### src/rtl/pic_pkg.sv
// Shared types and constants for the parametrised interrupt controller core.
package pic_pkg;

  // Init / handshake sequencer states.
  typedef enum logic [2:0] {
    UNINIT    = 3'd0,
    WAIT_ICW2 = 3'd1,
    WAIT_ICW4 = 3'd2,
    READY     = 3'd3,
    ACK1      = 3'd4
  } state_t;

  // Register map.
  localparam logic [1:0] ADDR_ICW1 = 2'd0;
  localparam logic [1:0] ADDR_DATA = 2'd1;
  localparam logic [1:0] ADDR_OCW2 = 2'd2;
  localparam logic [1:0] ADDR_OCW3 = 2'd3;

  // OCW2 command codes, {R, SL, EOI}.
  localparam logic [2:0] CMD_ROT_AEOI_CLR = 3'b000;
  localparam logic [2:0] CMD_NS_EOI       = 3'b001;
  localparam logic [2:0] CMD_NOP          = 3'b010;
  localparam logic [2:0] CMD_S_EOI        = 3'b011;
  localparam logic [2:0] CMD_ROT_AEOI_SET = 3'b100;
  localparam logic [2:0] CMD_ROT_NS_EOI   = 3'b101;
  localparam logic [2:0] CMD_SET_PRIO     = 3'b110;
  localparam logic [2:0] CMD_ROT_S_EOI    = 3'b111;

endpackage

### src/rtl/pic_priority_resolver.sv
// Rotating find-first: the level just above the lowest-priority pointer wins.
module pic_priority_resolver #(
  parameter int NUM_IRQ = 8,
  parameter int ID_W    = $clog2(NUM_IRQ)
) (
  input  logic [NUM_IRQ-1:0] req,
  input  logic [ID_W-1:0]    ptr,
  output logic               valid,
  output logic [ID_W-1:0]    level
);

  logic [ID_W-1:0] idx;

  // Scan from lowest to highest priority so the last hit is the winner.
  always_comb begin
    // NOTE: every signal driven here gets a default first, so no latch is inferred.
    valid = 1'b0;
    level = '0;
    idx   = '0;
    for (int k = NUM_IRQ - 1; k >= 0; k--) begin
      idx = ptr + ID_W'(k + 1);
      if (req[idx]) begin
        valid = 1'b1;
        level = idx;
      end
    end
  end

endmodule

### src/rtl/pic_core_param.sv
// N-channel interrupt controller core: init sequence, IRR/ISR/IMR,
// rotating priority and two-pulse INTA handshake.
module pic_core_param
  import pic_pkg::*;
#(
  parameter int NUM_IRQ = 8,
  parameter int ID_W    = $clog2(NUM_IRQ)
) (
  input  logic               clk,
  input  logic               reset,
  input  logic               wr_en,
  input  logic               rd_en,
  input  logic [1:0]         addr,
  input  logic [NUM_IRQ-1:0] wr_data,
  output logic [NUM_IRQ-1:0] rd_data,
  input  logic [NUM_IRQ-1:0] irq,
  input  logic               inta,
  output logic               int_out,
  output logic [7:0]         vector_out,
  output logic               vector_valid
);

  localparam int BASE_W = 8 - ID_W;
  localparam logic [ID_W-1:0] LOWEST = ID_W'(NUM_IRQ - 1);

  state_t              state;
  logic [NUM_IRQ-1:0]  irr, isr, imr, prev_irq;
  logic [ID_W-1:0]     ptr, win;
  logic                spurious, ltim, ic4, aeoi, rot_aeoi, read_isr;
  logic [BASE_W-1:0]   base;

  logic [NUM_IRQ-1:0]  req_vec;
  logic                req_valid, isr_valid;
  logic [ID_W-1:0]     req_level, isr_level, req_rank, isr_rank;

  assign req_vec = irr & ~imr;

  pic_priority_resolver #(.NUM_IRQ(NUM_IRQ), .ID_W(ID_W)) u_req_res (
    .req   (req_vec),
    .ptr   (ptr),
    .valid (req_valid),
    .level (req_level)
  );

  pic_priority_resolver #(.NUM_IRQ(NUM_IRQ), .ID_W(ID_W)) u_isr_res (
    .req   (isr),
    .ptr   (ptr),
    .valid (isr_valid),
    .level (isr_level)
  );

  // Rank 0 is highest priority; both ranks share the same rotation offset.
  assign req_rank = req_level - ptr - ID_W'(1);
  assign isr_rank = isr_level - ptr - ID_W'(1);

  logic            icw1_wr, active, inta1, inta2, ocw2_wr, outranks;
  logic [2:0]      cmd;
  logic [ID_W-1:0] lvl;

  assign icw1_wr  = wr_en && (addr == ADDR_ICW1);
  assign active   = (state == READY) || (state == ACK1);
  assign inta1    = inta && (state == READY) && !icw1_wr;
  assign inta2    = inta && (state == ACK1) && !icw1_wr;
  assign ocw2_wr  = wr_en && (addr == ADDR_OCW2) && active;
  assign cmd      = wr_data[7:5];
  assign lvl      = wr_data[ID_W-1:0];
  // Fully nested: only a request strictly above the highest in-service level interrupts.
  assign outranks = req_valid && (!isr_valid || (req_rank < isr_rank));

  logic [NUM_IRQ-1:0] isr_set, isr_clr, irr_clr, irr_next;
  logic [ID_W-1:0]    ptr_next;
  logic               rot_aeoi_next;

  // Gather ISR/IRR set-clear masks and pointer moves from INTA and OCW2.
  always_comb begin
    isr_set       = '0;
    isr_clr       = '0;
    irr_clr       = '0;
    ptr_next      = ptr;
    rot_aeoi_next = rot_aeoi;
    if (inta1 && req_valid) begin
      isr_set[req_level] = 1'b1;
      if (!ltim) irr_clr[req_level] = 1'b1;
    end
    if (inta2 && aeoi && !spurious) begin
      isr_clr[win] = 1'b1;
      if (rot_aeoi) ptr_next = win;
    end
    if (ocw2_wr) begin
      case (cmd)
        CMD_NS_EOI:       if (isr_valid) isr_clr[isr_level] = 1'b1;
        CMD_ROT_NS_EOI:   if (isr_valid) begin
                            isr_clr[isr_level] = 1'b1;
                            ptr_next           = isr_level;
                          end
        CMD_S_EOI:        isr_clr[lvl] = 1'b1;
        CMD_ROT_S_EOI:    begin
                            isr_clr[lvl] = 1'b1;
                            ptr_next     = lvl;
                          end
        CMD_SET_PRIO:     ptr_next = lvl;
        CMD_ROT_AEOI_SET: rot_aeoi_next = 1'b1;
        CMD_ROT_AEOI_CLR: rot_aeoi_next = 1'b0;
        CMD_NOP:          ;
        default:          ;
      endcase
    end
    // A new edge on a bit being acknowledged wins over the clear.
    irr_next = ltim ? irq : ((irr & ~irr_clr) | (irq & ~prev_irq));
  end

  // Registers, init sequencer and INTA handshake.
  always_ff @(posedge clk) begin
    // NOTE: all state here uses non-blocking assignments so every register samples pre-edge values.
    if (reset) begin
      state        <= UNINIT;
      irr          <= '0;
      isr          <= '0;
      imr          <= '0;
      prev_irq     <= '0;
      ptr          <= LOWEST;
      win          <= '0;
      spurious     <= 1'b0;
      ltim         <= 1'b0;
      ic4          <= 1'b0;
      aeoi         <= 1'b0;
      rot_aeoi     <= 1'b0;
      read_isr     <= 1'b0;
      base         <= '0;
      rd_data      <= '0;
      int_out      <= 1'b0;
      vector_out   <= '0;
      vector_valid <= 1'b0;
    end else begin
      prev_irq     <= irq;
      vector_valid <= 1'b0;
      if (rd_en) begin
        case (addr)
          ADDR_DATA: rd_data <= imr;
          ADDR_ICW1: rd_data <= read_isr ? isr : irr;
          default:   rd_data <= '0;
        endcase
      end
      if (icw1_wr) begin
        imr     <= '0;
        isr     <= '0;
        irr     <= '0;
        ptr     <= LOWEST;
        ltim    <= wr_data[3];
        ic4     <= wr_data[0];
        int_out <= 1'b0;
        state   <= WAIT_ICW2;
      end else begin
        irr      <= irr_next;
        isr      <= (isr & ~isr_clr) | isr_set;
        ptr      <= ptr_next;
        rot_aeoi <= rot_aeoi_next;
        int_out  <= active && !inta1 && outranks;
        if (active && wr_en && (addr == ADDR_DATA)) imr <= wr_data;
        if (active && wr_en && (addr == ADDR_OCW3) && wr_data[1]) read_isr <= wr_data[0];
        case (state)
          WAIT_ICW2: if (wr_en && (addr == ADDR_DATA)) begin
                       base <= wr_data[7:ID_W];
                       if (ic4) begin
                         state <= WAIT_ICW4;
                       end else begin
                         aeoi  <= 1'b0;
                         state <= READY;
                       end
                     end
          WAIT_ICW4: if (wr_en && (addr == ADDR_DATA)) begin
                       aeoi  <= wr_data[1];
                       state <= READY;
                     end
          READY:     if (inta1) begin
                       win      <= req_valid ? req_level : LOWEST;
                       spurious <= !req_valid;
                       state    <= ACK1;
                     end
          ACK1:      if (inta2) begin
                       vector_out   <= {base, win};
                       vector_valid <= 1'b1;
                       state        <= READY;
                     end
          default:   ;
        endcase
      end
    end
  end

endmodule

### config.mk
export PLATFORM = sky130hd
export DESIGN_NAME = pic_core_param
export DESIGN_NICKNAME = d
export VERILOG_FILES = /design/src/rtl/pic_pkg.sv /design/src/rtl/pic_priority_resolver.sv /design/src/rtl/pic_core_param.sv
export SDC_FILE = /design/constraint.sdc
export NUM_CORES = 1
export LEC_CHECK = 0
export CAP_MARGIN = 0
export CORE_ASPECT_RATIO = 1.5
export CORE_MARGIN = 4
export CORE_UTILIZATION = 45
export CTS_CLUSTER_SIZE = 12
export DETAILED_ROUTE_END_ITERATION = 8
export PLACE_DENSITY = 0.7
export SYNTH_ARGS = -nofsm -noshare
export SYNTH_HDL_FRONTEND = slang
export SYNTH_SLANG_ARGS = --single-unit
### constraint.sdc
create_clock -name clk -period 5.3 [get_ports clk]
set_input_delay 0.795 -clock clk [delete_from_list [all_inputs] [get_ports clk]]
set_output_delay 0.795 -clock clk [all_outputs]
set_load 0.01 [all_outputs]
==> results.tsv <==
metric	value	unit
number of remaining DRC errors	0	
status	complete, no violations	
final setup TNS	0	ns
required time worst endpoint	5.56	ns
global-route wire length before repair	26.54	mm
row cnt	48	
crit path buf inv count	2	
Seq/Total Area, Yosys	0.2658	
clock sinks	70	
Logic pwr share	0.142	
largest area contributor in the netlist	dfxtp_1	
Final period util	0.8862	
Switch Pwr	338.7	µW
Crit path max-delay family	adder cells	
Hold WS	0.4546	ns
full die area	13550	µm²
post-CTS resize count	0	
Remaining Overflow, GRT	0	
initial antenna violation count	0	
CP peak stage delay	0.81	ns
overall routed net length	16.37	mm
Syn Inst Count	608	
Worst Tran Pin Value	1.035	ns
syn_nets	639	
Clk Latency, worst-skew pair	0.33	ns
P&R area growth vs syn	15.19	%
Pint	1043	µW
fillers	1066	
r2r startpoint	ptr[0]	
H-tree levels	3	
CP most frequent cell	ha_1	
Slew Viols, Final	0	
Core Util, Final	0.5293	
GPL Wtd Cong	0.9915	
detailed placement HPWL	12.44	mm
crit start category	flop	
# nets final	664	
Hold WC Path Type	reg2reg	
endpoints failing hold	0	
RSZ-0062 raised after global routing	false	
fraction of layout cells with a size suffix above 1	0.1285	
height of the chip	140.6	µm
Reg2Reg Setup Slack	0.60	ns
Critical Path End Type	flop	
TritonCTS Buffers	9	
number of global-route vias before repair	5009	
pre-CTS setup slack	0.6724	ns
starting DRC count in detailed routing	293	
Synth Area per Inst	8.670	µm²
Die Wd	96.37	µm
Hold Path Origin	vector_out[1]	
worst-case clock skew	0.005720	ns
slack of the critical path	0.6031	ns
clock slew at reported path FFs	0.06	ns
Hold Buf Count CTS	0	
Inst Count DP	772	
Synth area leaders	dfxtp_1 27%, mux4_2 11%, mux2i_1 8.7%	
worst reg2reg path depth	15	
flop and latch count out of synthesis	70	
Antenna diodes	0	
Power Density	227.6	nW/µm²
post-layout min period	4.697	ns
CP arrival	4.96	ns
clock power share	0.462	
Slew HR	0.3103	
TritonCTS clock tree	yes	
worst r2r dst	int_out	
CP max stage cell	ha_1	
core footprint	11470	µm²
ys async rst share	0	
CTS root buf	clkbuf_16	
Reg power frac	0.395	
via count	5015	
post-CTS setup buffer count	0	
Unique masters post-synth	81	
Cell Area, Synth	5271	µm²
ys flop type	dfxtp_1	
critical path class	reg2reg	
first drt pass iteration count	5	
clk buf depth	2	
Total Routing Usage GR	0.2520	
P_leak	0.002181	µW
Switching Share	0.2451	
I/O pin count	41	
hold path cells	2	
VDD IR max	0.2201	mV
crit path cell chain	inv_4 > ha_1 > mux4_2 > mux2i_1 > nand2_1 > a211o_1 > a311oi_2 > ha_1 > fa_1 > inv_1 > ha_1 > a21o_1 > a21oi_1 > o211ai_1 > nor2_1	
largest net degree at the start of global routing	42	
Synth Warn #	0	
fin cells	788	
Initial Util	0.4595	
top cell type's share of synthesized area	0.2658	
Worst Hold End	vector_out[1]	
# setup viols final	0	
fmax	212.9	MHz
Max FO, Critical Path	22	
Antenna Nets Post-Route	0	
DR vias/cell	6.364	
max-cap viol count	0	
IO Port Bufs	40	
Avg WL per Cell	20.77	µm
EDFF count, synth	0	
placed cells by master (no fill, tap or decap), types with 5 or more instances in the layout:
| master | Yosys | layout |
|---|---|---|
| nand2_1 | 58 | 58 |
| o21ai_0 | 33 | 33 |
| ha_1 | 6 | 6 |
| nor2_1 | 62 | 62 |
| nor3_1 | 10 | 10 |
| inv_1 | 19 | 19 |
| a31oi_1 | 7 | 7 |
| clkbuf_16 | 0 | 9 |
| nor2b_1 | 32 | 32 |
| a21oi_1 | 37 | 37 |
| nand2b_1 | 14 | 14 |
| mux2_2 | 6 | 6 |
| o2bb2ai_1 | 5 | 5 |
| a22oi_1 | 6 | 6 |
| nand4_1 | 6 | 6 |
| mux2i_1 | 46 | 46 |
| a21boi_0 | 8 | 8 |
| o221ai_1 | 5 | 5 |
| a211oi_1 | 9 | 9 |
| xnor2_1 | 5 | 5 |
| dfxtp_1 | 70 | 70 |
| buf_4 | 2 | 12 |
| clkdlybuf4s50_1 | 0 | 40 |
| nand3_1 | 15 | 15 |
| mux4_2 | 25 | 25 |
worst max-delay path by stage:
stage                start       to  slack, ns  cells past startpoint
finish              ptr[0]  int_out       0.60                     15
global route        ptr[0]  int_out       0.20                     15
CTS                 ptr[0]  int_out       0.64                     15
detailed placement  ptr[0]  int_out       0.67                     15
global placement    ptr[0]  int_out       0.80                     14
floorplan           ptr[0]  int_out       0.92                     19
worst register-to-register path: stages, from the launching register on:
cell	delay (ns)
dfxtp_1	0.60
inv_4	0.05
ha_1	0.81
mux4_2	0.50
mux2i_1	0.29
nand2_1	0.10
a211o_1	0.29
a311oi_2	0.50
ha_1	0.28
fa_1	0.43
inv_1	0.07
ha_1	0.21
a21o_1	0.15
a21oi_1	0.13
o211ai_1	0.09
nor2_1	0.13
registers in the layout, summed over array words and instances, names as in the netlist, 5 cells and up:
| signal | cells |
|---|---|
| imr | 8 |
| irr | 8 |
| isr | 8 |
| prev_irq | 8 |
| rd_data | 8 |
| vector_out | 8 |
| base | 5 |
power by group through the flow:
stage / registers, µW / clock network (µW) / logic (µW)
finish: 546 / 639 / 197
global route: 548 / 670 / 215
CTS: 546 / 647 / 194
detailed placement: 557 / 0 / 193
global placement: 557 / 0 / 192
floorplan: 554 / 0 / 128
cell usage after synthesis, types with 4 or more instances:
cell	number
a21boi_0	8
nand2_1	58
buf_2	8
dfxtp_1	70
nand3_1	15
nor3_1	10
nand2b_1	14
mux2_2	6
mux4_2	25
o2bb2ai_1	5
o21ai_0	33
nor2b_1	32
ha_1	6
a22oi_1	6
xnor2_1	5
mux2i_1	46
a31oi_1	7
nor2_1	62
a211oi_1	9
nor4_1	4
inv_1	19
nand4_1	6
o221ai_1	5
a21oi_1	37
clkbuf_1	23
final cells by class:
type                    count  area (µm²)  share of cell area
repair buffers             52       490.5             0.08077
multi-input cells         479        3595              0.5920
well taps                 150       187.7             0.03091
flip-flops and latches     70        1401              0.2308
clock inverters             4       70.07             0.01154
clock buffers              12       246.5             0.04059
inverters                  21       81.33             0.01339
metal layers:
metal,global-route usage,vias up,part of all wire
met5,0,-,0
li1,-,2294,-
met1,0.2905,2437,0.38
met3,0.02472,71,0.045
met4,0.1752,0,0.077
met2,0.4256,213,0.50
per-stage QoR:
stage / cell area [µm²] / total power (µW)
finish: 6072 / 1382
global route: 6072 / 1432
CTS: 6072 / 1387
detailed placement: 5756 / 750.5
global placement: 5756 / 749.1
floorplan: 5271 / 682.3
kinds of logic after synthesis:
kind of cell	share of synthesized area
buffers and inverters	0.05222
XOR/XNOR	0.02279
multiplexers	0.2096
flip-flops	0.2658
adder cells (fa/ha/maj)	0.02184
AND/OR/NAND/NOR	0.2191
AO/OA/AOI/OAI	0.2086
Power figures use the tool's default switching activity.
